`config.mk`:
```
export PLATFORM = sky130hd
export DESIGN_NAME = imm_extend_unit_flat
export DESIGN_NICKNAME = d
export VERILOG_FILES = /design/src/rtl/imm_extend_unit_if.sv /design/src/rtl/imm_extend_unit.sv /design/src/flat_wrapper.sv
export SDC_FILE = /design/constraint.sdc
export NUM_CORES = 1
export LEC_CHECK = 0
export CORE_MARGIN = 2
export CORE_UTILIZATION = 43
export CTS_BUF_LIST = sky130_fd_sc_hd__clkbuf_8
export DETAILED_ROUTE_END_ITERATION = 7
export PLACE_DENSITY = 0.84
export REMOVE_ABC_BUFFERS = 1
export SLEW_MARGIN = 5
export SYNTH_ARGS = -nofsm -noshare
export SYNTH_HDL_FRONTEND = slang
export SYNTH_SLANG_ARGS = --single-unit
export TNS_END_PERCENT = 20
```
`constraint.sdc`:
```
create_clock -name CLK -period 1.5 [get_ports CLK]
set_input_delay 0.3 -clock CLK [delete_from_list [all_inputs] [get_ports CLK]]
set_output_delay 0.3 -clock CLK [all_outputs]
set_load 0.01 [all_outputs]
```
`src/rtl/imm_extend_unit_if.sv`:
```
// rtl/imm_extend_unit_if.sv - request/result handshake bundle for imm_extend_unit
interface imm_extend_unit_if #(
    parameter int DATA_W  = 16,
    parameter int FIELD_W = 12
);
    logic               InValid;
    logic               InReady;
    logic [2:0]         Mode;
    logic [FIELD_W-1:0] Field;
    logic               OutValid;
    logic               OutReady;
    logic [DATA_W-1:0]  Immediate;
    logic               Prefixed;
    logic               ErrMode;

    modport master (
        output InValid, Mode, Field, OutReady,
        input  InReady, OutValid, Immediate, Prefixed, ErrMode
    );

    modport slave (
        input  InValid, Mode, Field, OutReady,
        output InReady, OutValid, Immediate, Prefixed, ErrMode
    );
endinterface

```
`src/rtl/imm_extend_unit.sv`:
```
// rtl/imm_extend_unit.sv - registered immediate extender, optional prefix FSM under IMMGEN_PREFIX_EN
module imm_extend_unit #(
    parameter int DATA_W  = 16,
    parameter int FIELD_W = 12
) (
    input  logic             CLK,
    input  logic             Reset,
    imm_extend_unit_if.slave bus
);
    localparam int PFX_W = DATA_W - 8;

    logic              accept;
    logic              load;
    logic              is_prefix;
    logic              use_pfx;
    logic              mode_reserved;
    logic              any_reserved;
    logic [DATA_W-1:0] ext_value;
    logic [DATA_W-1:0] load_value;

    logic              out_valid_q;
    logic [DATA_W-1:0] imm_q;
    logic              err_q;

    // A request can enter whenever the output slot is empty or being drained.
    assign bus.InReady = !Reset && (!bus.OutValid || bus.OutReady);
    assign accept      = bus.InValid && bus.InReady;

    // Per-mode extension of the raw field; modes 5..7 fall to the reserved arm.
    always_comb begin
        ext_value    = '0;
        any_reserved = 1'b0;
        case (bus.Mode)
            3'd0:    ext_value = DATA_W'($signed(bus.Field[3:0]));
            3'd1:    ext_value = DATA_W'($signed(bus.Field[7:0]));
            3'd2:    ext_value = DATA_W'($signed(bus.Field[11:0]));
            3'd3:    ext_value = DATA_W'(bus.Field[7:0]);
            3'd4:    ext_value = {bus.Field[7:0], {(DATA_W-8){1'b0}}};
            default: any_reserved = 1'b1;
        endcase
    end

    // Mode 5 is only a real operation when the prefix machinery exists.
    assign mode_reserved = any_reserved && !is_prefix;
    // PREFIX accepts never produce a result.
    assign load          = accept && !is_prefix;

`ifdef IMMGEN_PREFIX_EN
    typedef enum logic {IDLE, HELD} pfx_state_t;

    pfx_state_t       state_q;
    pfx_state_t       state_d;
    logic [PFX_W-1:0] pfx_q;
    logic [PFX_W-1:0] pfx_d;
    logic             prefixed_q;

    assign is_prefix = (bus.Mode == 3'd5);

    // Prefix state and held upper bits.
    always_ff @(posedge CLK) begin
        if (Reset) begin
            state_q <= IDLE;
            pfx_q   <= '0;
        end else begin
            state_q <= state_d;
            pfx_q   <= pfx_d;
        end
    end

    // Capture on PREFIX; a held prefix is consumed by the next valid-mode request,
    // while reserved modes leave it parked.
    always_comb begin
        state_d = state_q;
        pfx_d   = pfx_q;
        use_pfx = 1'b0;
        if (accept) begin
            if (is_prefix) begin
                pfx_d   = bus.Field[PFX_W-1:0];
                state_d = HELD;
            end else if (state_q == HELD && !mode_reserved) begin
                use_pfx = 1'b1;
                state_d = IDLE;
            end
        end
    end

    // Prefixed flag travels with the result register.
    always_ff @(posedge CLK) begin
        if (Reset) begin
            prefixed_q <= 1'b0;
        end else if (load) begin
            prefixed_q <= use_pfx;
        end
    end

    assign bus.Prefixed = prefixed_q;
    assign load_value   = use_pfx ? {pfx_q, bus.Field[7:0]} : ext_value;
`else
    assign is_prefix    = 1'b0;
    assign use_pfx      = 1'b0;
    assign bus.Prefixed = 1'b0;
    assign load_value   = ext_value;
`endif

    // One-entry result register; data holds until reset or the next load.
    always_ff @(posedge CLK) begin
        if (Reset) begin
            out_valid_q <= 1'b0;
            imm_q       <= '0;
            err_q       <= 1'b0;
        end else if (load) begin
            out_valid_q <= 1'b1;
            imm_q       <= load_value;
            err_q       <= mode_reserved;
        end else if (out_valid_q && bus.OutReady) begin
            out_valid_q <= 1'b0;
        end
    end

    assign bus.OutValid  = out_valid_q;
    assign bus.Immediate = imm_q;
    assign bus.ErrMode   = err_q;
endmodule

```
`src/flat_wrapper.sv`:
```
// flat-port wrapper written by rule: the top's interface ports become plain ports
module imm_extend_unit_flat 
#(
    parameter int DATA_W  = 16,
    parameter int FIELD_W = 12
)
  (CLK, Reset, bus_InValid, bus_Mode, bus_Field, bus_OutReady, bus_InReady, bus_OutValid, bus_Immediate, bus_Prefixed, bus_ErrMode);
  imm_extend_unit_if #(.DATA_W(DATA_W), .FIELD_W(FIELD_W)) bus_i ();
  input  logic CLK;
  input  logic Reset;
  input wire logic [$bits(bus_i.InValid)-1:0] bus_InValid;
  input wire logic [$bits(bus_i.Mode)-1:0] bus_Mode;
  input wire logic [$bits(bus_i.Field)-1:0] bus_Field;
  input wire logic [$bits(bus_i.OutReady)-1:0] bus_OutReady;
  output wire logic [$bits(bus_i.InReady)-1:0] bus_InReady;
  output wire logic [$bits(bus_i.OutValid)-1:0] bus_OutValid;
  output wire logic [$bits(bus_i.Immediate)-1:0] bus_Immediate;
  output wire logic [$bits(bus_i.Prefixed)-1:0] bus_Prefixed;
  output wire logic [$bits(bus_i.ErrMode)-1:0] bus_ErrMode;
  assign bus_i.InValid = bus_InValid;
  assign bus_i.Mode = bus_Mode;
  assign bus_i.Field = bus_Field;
  assign bus_i.OutReady = bus_OutReady;
  assign bus_InReady = bus_i.InReady;
  assign bus_OutValid = bus_i.OutValid;
  assign bus_Immediate = bus_i.Immediate;
  assign bus_Prefixed = bus_i.Prefixed;
  assign bus_ErrMode = bus_i.ErrMode;
  imm_extend_unit #(.DATA_W(DATA_W), .FIELD_W(FIELD_W)) u_core (.CLK(CLK), .Reset(Reset), .bus(bus_i));
endmodule
```
==> impl_metrics.tcl, run 1 <==
set metrics [dict create \
    hold_depth 2 \
    finalHoldViolations 0 \
    crit_type "in2out" \
    syn_avg_cell_area_um2 9.02 \
    drtIter0Drc 51 \
    min_period_over_period_pct 97.9 \
    ioPinCount 39 \
    skew_ps 3.84 \
    dp_hpwl_mm 2.12 \
    yosysUniqueCellTypes 31 \
    synth_compound_area_share_pct 27.7 \
    synth-xor-area-share_pct 0 \
    dieArea_um2 2570 \
    powerDensity_nw_per_um2 830 \
    rows 16 \
    max_clock_freq_mhz 681 \
    grt_overflow 0 \
    drtAntennaViolNets 0 \
    synth_fa_ha_area_share_pct 0 \
    clk_pin_slew_worst_paths_ps 70 \
    yosys.area_share.simple_pct 23.3 \
    cts_max_level 1 \
    status "complete, no violations" \
    numPortBuffers 37 \
    final_design_area_no_fill_um2 1500 \
    num_vias 1031 \
    wl_per_cell_um 16.0 \
    numCtsBuffers 3 \
    nNetsFinal 172 \
    layout_commonest_cell "clkdlybuf4s50_1" \
    synth_seq_area_share_pct 38.4 \
    worst_path_largest_cell_delay_ps 480 \
    grt_max_degree 19 \
    dr.pass1.iters 4 \
    die-width_um 50.7 \
    layout_common_cells "clkdlybuf4s50_1, dfxtp_1, buf_4" \
    netlist_instances 104 \
    reg2reg_depth 5 \
    syn_area_um2 938 \
    timing.critical_path.fanout_max 2 \
    initial_core_util_pct 46.9 \
    drive_above_1_share_pct 20.4 \
    grt_pass1_vias 996 \
    synth_top_family_by_area "compound AO/OA/AOI/OAI gates" \
    grt_pass1_wl_mm 4.43 \
    wirelength_mm 2.87 \
    dpl_cell_area_um2 1410 \
    worst_path_max_delay_cell "clkdlybuf4s50_1" \
    vias_per_cell 5.76 \
    leakagePower_nw 0.579 \
    core_um2 2000 \
    whs_ps 485 \
    end_kind "output pin" \
    hold_class "reg2reg" \
    area_growth_pct 60.0 \
    grt.total_usage_pct 23.0 \
    antennaDiodeCount 0 \
    drv_cap 0 \
    antenna_found_initial 0 \
    clk_latency_ps 260 \
    fill_cells 142 \
    synth_seq_cells 18 \
    cts_max_path_buffers 2 \
    clock-root-buffer "clkbuf_8" \
    utilization_pct 75.0 \
    gp_congestion 0.846 \
    synthMuxAreaShare_pct 1.07 \
    worstPathRequired_ps 1200 \
    cp-start-kind "primary input" \
    clock-sinks 18 \
    cts_tree "done" \
    cp.arrival_ps 1170 \
    die_y_um 50.7 \
    vdd_drop_max_mv 0.445 \
    setup_violations 0 \
    cp_cell_sequence "clkdlybuf4s50_1 > nor2b_1 > nor2_1 > clkdlybuf4s15_1" \
    drv_slew 0 \
    rsz0062_at_grt "yes" \
    ys_warn_count 0 \
    drc 0 \
    finalCriticalPeriod_ps 1470 \
]
==> timing repair <==
| action | in CTS | in global routing |
|---|---|---|
| setup endpoints to repair | 11 | 9 |
| gates resized for setup | 5 | 7 |
| setup buffers | 0 | 0 |
| hold buffers | 0 | 0 |
| cloned | 0 | 0 |
| endpoints found under the hold margin | 0 | 0 |
==> cells in the mapped netlist (all sizes together) <==
master,count,area [µm²]
clkbuf,2,7.51
nor3b,1,12.5
and2b,2,16.3
nand4b,4,35.0
a31oi,3,18.8
a311oi,8,70.1
a211oi,4,30.0
nand2b,3,18.8
nand3b,3,35.0
o21ai,5,25.0
nor4bb,3,30.0
nor4b,1,8.76
or3,1,6.26
a21o,1,7.51
o2111ai,1,8.76
nor3,1,5.00
conb,1,3.75
nor2,4,15.0
nor2b,1,6.26
dfxtp,18,360
a21oi,16,80.1
inv,1,3.75
nand2,8,30.0
buf,9,73.8
mux2i,1,10.0
o21ba,1,10.0
o211a,1,10.0
==> power breakdown <==
part / internal [W] / leakage [nW] / total (W) / switching [W]
logic: 0.000174 / 0.402 / 0.000310 / 0.000136
clock network: 0.000234 / 0.0288 / 0.000412 / 0.000178
registers: 0.000508 / 0.148 / 0.000523 / 0.0000153
==> metal layers <==
layer	track usage, %	share of wire, %	vias to the layer above
li1	-	-	485
met1	29.0	43	489
met2	38.8	48	52
met3	4.17	7.0	5
met4	9.01	1.5	0
met5	0	0	-
==> layout make-up <==
| class | count | area, µm² | area share (%) |
|---|---|---|---|
| multi-input cells | 74 | 528 | 35.2 |
| repair buffers | 55 | 520 | 34.7 |
| flip-flops and latches | 18 | 360 | 24.0 |
| clock buffers | 4 | 55.1 | 3.67 |
| well taps | 27 | 33.8 | 2.25 |
| inverters | 1 | 3.75 | 0.250 |
==> worst max-delay path, delay by kind of cell <==
kind	cells	cell delay (ps)
buf+inv	2	720
simple gates	2	150
==> worst paths after layout <==
check | slack (ps) | to | start
hold / removal | 480 | u_core.bus.ErrMode | u_core.bus.ErrMode
hold reg to reg | 480 | u_core.bus.ErrMode | u_core.bus.ErrMode
setup / recovery | 30 | bus_InReady | bus_OutReady
setup reg to reg | 220 | u_core.bus.Immediate[9] | u_core.bus.OutValid
==> state kept, by name, indices dropped and copies added (netlist names) <==
register / flops
u_core.bus.Immediate: 16
u_core.bus.OutValid: 1
u_core.bus.ErrMode: 1
==> through the flow <==
stage | TNS (ps) | total power, W | setup slack, ps | instances
2_1_floorplan | 0 | 0.000635 | 314 | 93
3_3_place_gp | -3540 | 0.000825 | -293 | 175
3_5_place_dp | -4810 | 0.000833 | -374 | 175
4_1_cts | 0 | 0.00124 | 7.41 | 179
5_1_grt | -16.8 | 0.00129 | -16.8 | 179
6_report | 0 | 0.00125 | 32.1 | 179
==> logic make-up after synthesis <==
| kind of cell | after synthesis |
|---|---|
| AO/OA/AOI/OAI | 40 |
| AND/OR/NAND/NOR | 32 |
| flip-flops | 18 |
| buffers and inverters | 12 |
| multiplexers | 1 |
| other | 1 |
Note: power is estimated with default switching activity, not from simulation.
==> run 2, diff against run 1 <==
--- a/config.mk
+++ b/config.mk
@@ -12,5 +12,6 @@
 export PLACE_DENSITY = 0.84
 export REMOVE_ABC_BUFFERS = 1
-export SLEW_MARGIN = 5
+export SKIP_CTS_REPAIR_TIMING = 1
+export SLEW_MARGIN = 10
 export SYNTH_ARGS = -nofsm -noshare
 export SYNTH_HDL_FRONTEND = slang
==> constraint.sdc (replaced) <==
create_clock -name CLK -period 1.5 [get_ports CLK]
set_input_delay 0.45 -clock CLK [delete_from_list [all_inputs] [get_ports CLK]]
set_output_delay 0.45 -clock CLK [all_outputs]
set_load 0.01 [all_outputs]
==> run 2 against run 1 <==
Against the previous run: global-route usage shrank 0.72 points; core utilization grew 2.7 points; power shrank 6.3%; first-iteration DRC count shrank 37%.
==> impl_metrics.tcl, run 2 (synthesis gave the netlist of run 1 again) <==
set metrics [dict create \
    path_buf_inv 1 \
    drc 0 \
    min_period_over_period_pct 96.0 \
    hold_start "u_core.bus.ErrMode" \
    cts_max_level 1 \
    wl_met3_um 184 \
    endpoint "u_core.bus.Immediate[9]" \
    worstPathRequired_ps 1660 \
    dp_hpwl_mm 2.06 \
    clock-root-buffer "clkbuf_8" \
    worstReg2RegStart "u_core.bus.OutValid" \
    status "complete, no violations" \
    cp-start-kind "primary input" \
    worst-path-stages 4 \
    final_cells 181 \
    num_vias 1051 \
    timing.critical_path.fanout_max 2 \
    drv_slew 0 \
    wl_per_cell_um 16.8 \
    dp_cells 177 \
    grt_pass1_vias 1004 \
    leakagePower_nw 0.918 \
    cp_cell_sequence "clkdlybuf4s50_1 > nor4bb_2 > a31oi_1 > a311oi_1" \
    ioPinCount 39 \
    cts_tree "done" \
    hold_class "reg2reg" \
    max_clock_freq_mhz 694 \
    grt.total_usage_pct 22.3 \
    wirelength_mm 3.04 \
    finalCriticalPeriod_ps 1440 \
    cp.arrival_ps 1600 \
    utilization_pct 77.7 \
    area_growth_pct 65.7 \
    reg2reg_depth 5 \
    drive_above_1_share_pct 23.4 \
    worst_path_max_delay_cell "clkdlybuf4s50_1" \
    drtIter0Drc 32 \
    antenna_found_initial 0 \
    die-width_um 50.7 \
    fill_cells 134 \
    vias_per_cell 5.81 \
    initial_core_util_pct 46.9 \
    drtAntennaViolNets 0 \
    p_total_w 0.00117 \
    gp_congestion 0.855 \
    final_design_area_no_fill_um2 1560 \
    crit_type "in2reg" \
    clk_pin_slew_worst_paths_ps 70 \
    clk_latency_ps 250 \
    grt_max_degree 21 \
    layout_common_cells "dlymetal6s2s_1, buf_4, dfxtp_1" \
    vdd_drop_max_mv 0.553 \
    drv_cap 0 \
    rows 16 \
    dpl_cell_area_um2 1410 \
    wl_met1_mm 1.26 \
    numPortBuffers 37 \
    setup_violations 0 \
    dr.pass1.iters 4 \
    grt_overflow 0 \
    startpoint "bus_Field[1]" \
    wl_met2_mm 1.57 \
    r2r_slack_ps 300 \
    largest_reg_flops 16 \
    clock-sinks 18 \
    timing.rr.end "u_core.bus.Immediate[8]" \
    powerDensity_nw_per_um2 750 \
    grt_pass1_wl_mm 4.46 \
    finalHoldViolations 0 \
    die_y_um 50.7 \
    nNetsFinal 175 \
    highest_layer "met4" \
    numCtsBuffers 3 \
    dieArea_um2 2570 \
    cts_max_path_buffers 2 \
    rsz0062_at_grt "no" \
    skew_ps 3.43 \
    end_kind "flip-flop" \
    worst_path_largest_cell_delay_ps 490 \
    layout_commonest_cell "dlymetal6s2s_1" \
    antennaDiodeCount 0 \
    core_um2 2000 \
    cp_top_family "buffers and inverters" \
]
## run 2: cell count changes in the layout (fill, tap and decap cells not counted), sizes merged
cell and delta:
buf +4, clkbuf -1, clkdlybuf4s15 -1, clkdlybuf4s50 -22, dlygate4sd2 -2, dlymetal6s2s +24
## run 2: metal layers
metal | up-vias | GRT usage, %
met4 | 0 | 7.66
met3 | 4 | 2.38
met5 | - | 0
met2 | 55 | 37.7
li1 | 491 | -
met1 | 501 | 29.4
## run 2: how the worst min path moves through the flow
stage	end	slack, ps	cells after the start
floorplan	u_core.bus.ErrMode	490	2
global placement	u_core.bus.Immediate[2]	460	2
detailed placement	u_core.bus.Immediate[2]	470	2
CTS	u_core.bus.Immediate[2]	480	2
global route	u_core.bus.Immediate[2]	510	2
finish	u_core.bus.ErrMode	480	2
## run 2: power by group
part           internal [W]  switching (W)
Combinational      0.000167       0.000139
Sequential         0.000508      0.0000151
Clock              0.000179       0.000159
Total              0.000853       0.000313
## run 2: metrics by stage
step / TNS (ps) / hold slack, ps / worst slack (ps)
4_1_cts: -6260 / 481 / -543
3_3_place_gp: -8380 / 462 / -535
5_1_grt: 0 / 511 / 37.1
3_5_place_dp: -9180 / 474 / -552
6_report: 0 / 484 / 59.6
2_1_floorplan: 0 / 488 / 179
## run 2: final cells by class
type                    count  area (µm²)  share of cell area, %
inverters                   1        3.75                  0.241
clock buffers               3        41.3                   2.65
flip-flops and latches     18         360                   23.2
multi-input cells          74         527                   33.9
repair buffers             58         589                   37.9
well taps                  27        33.8                   2.17
## run 2: worst register-to-register path: cells and delay by family (launching register included)
family                 cells  cell delay (ps)
buffers and inverters      2              320
DFF                        1              330
AOI/OAI and AO/OA          1              240
and+or+nand+nor            2              230
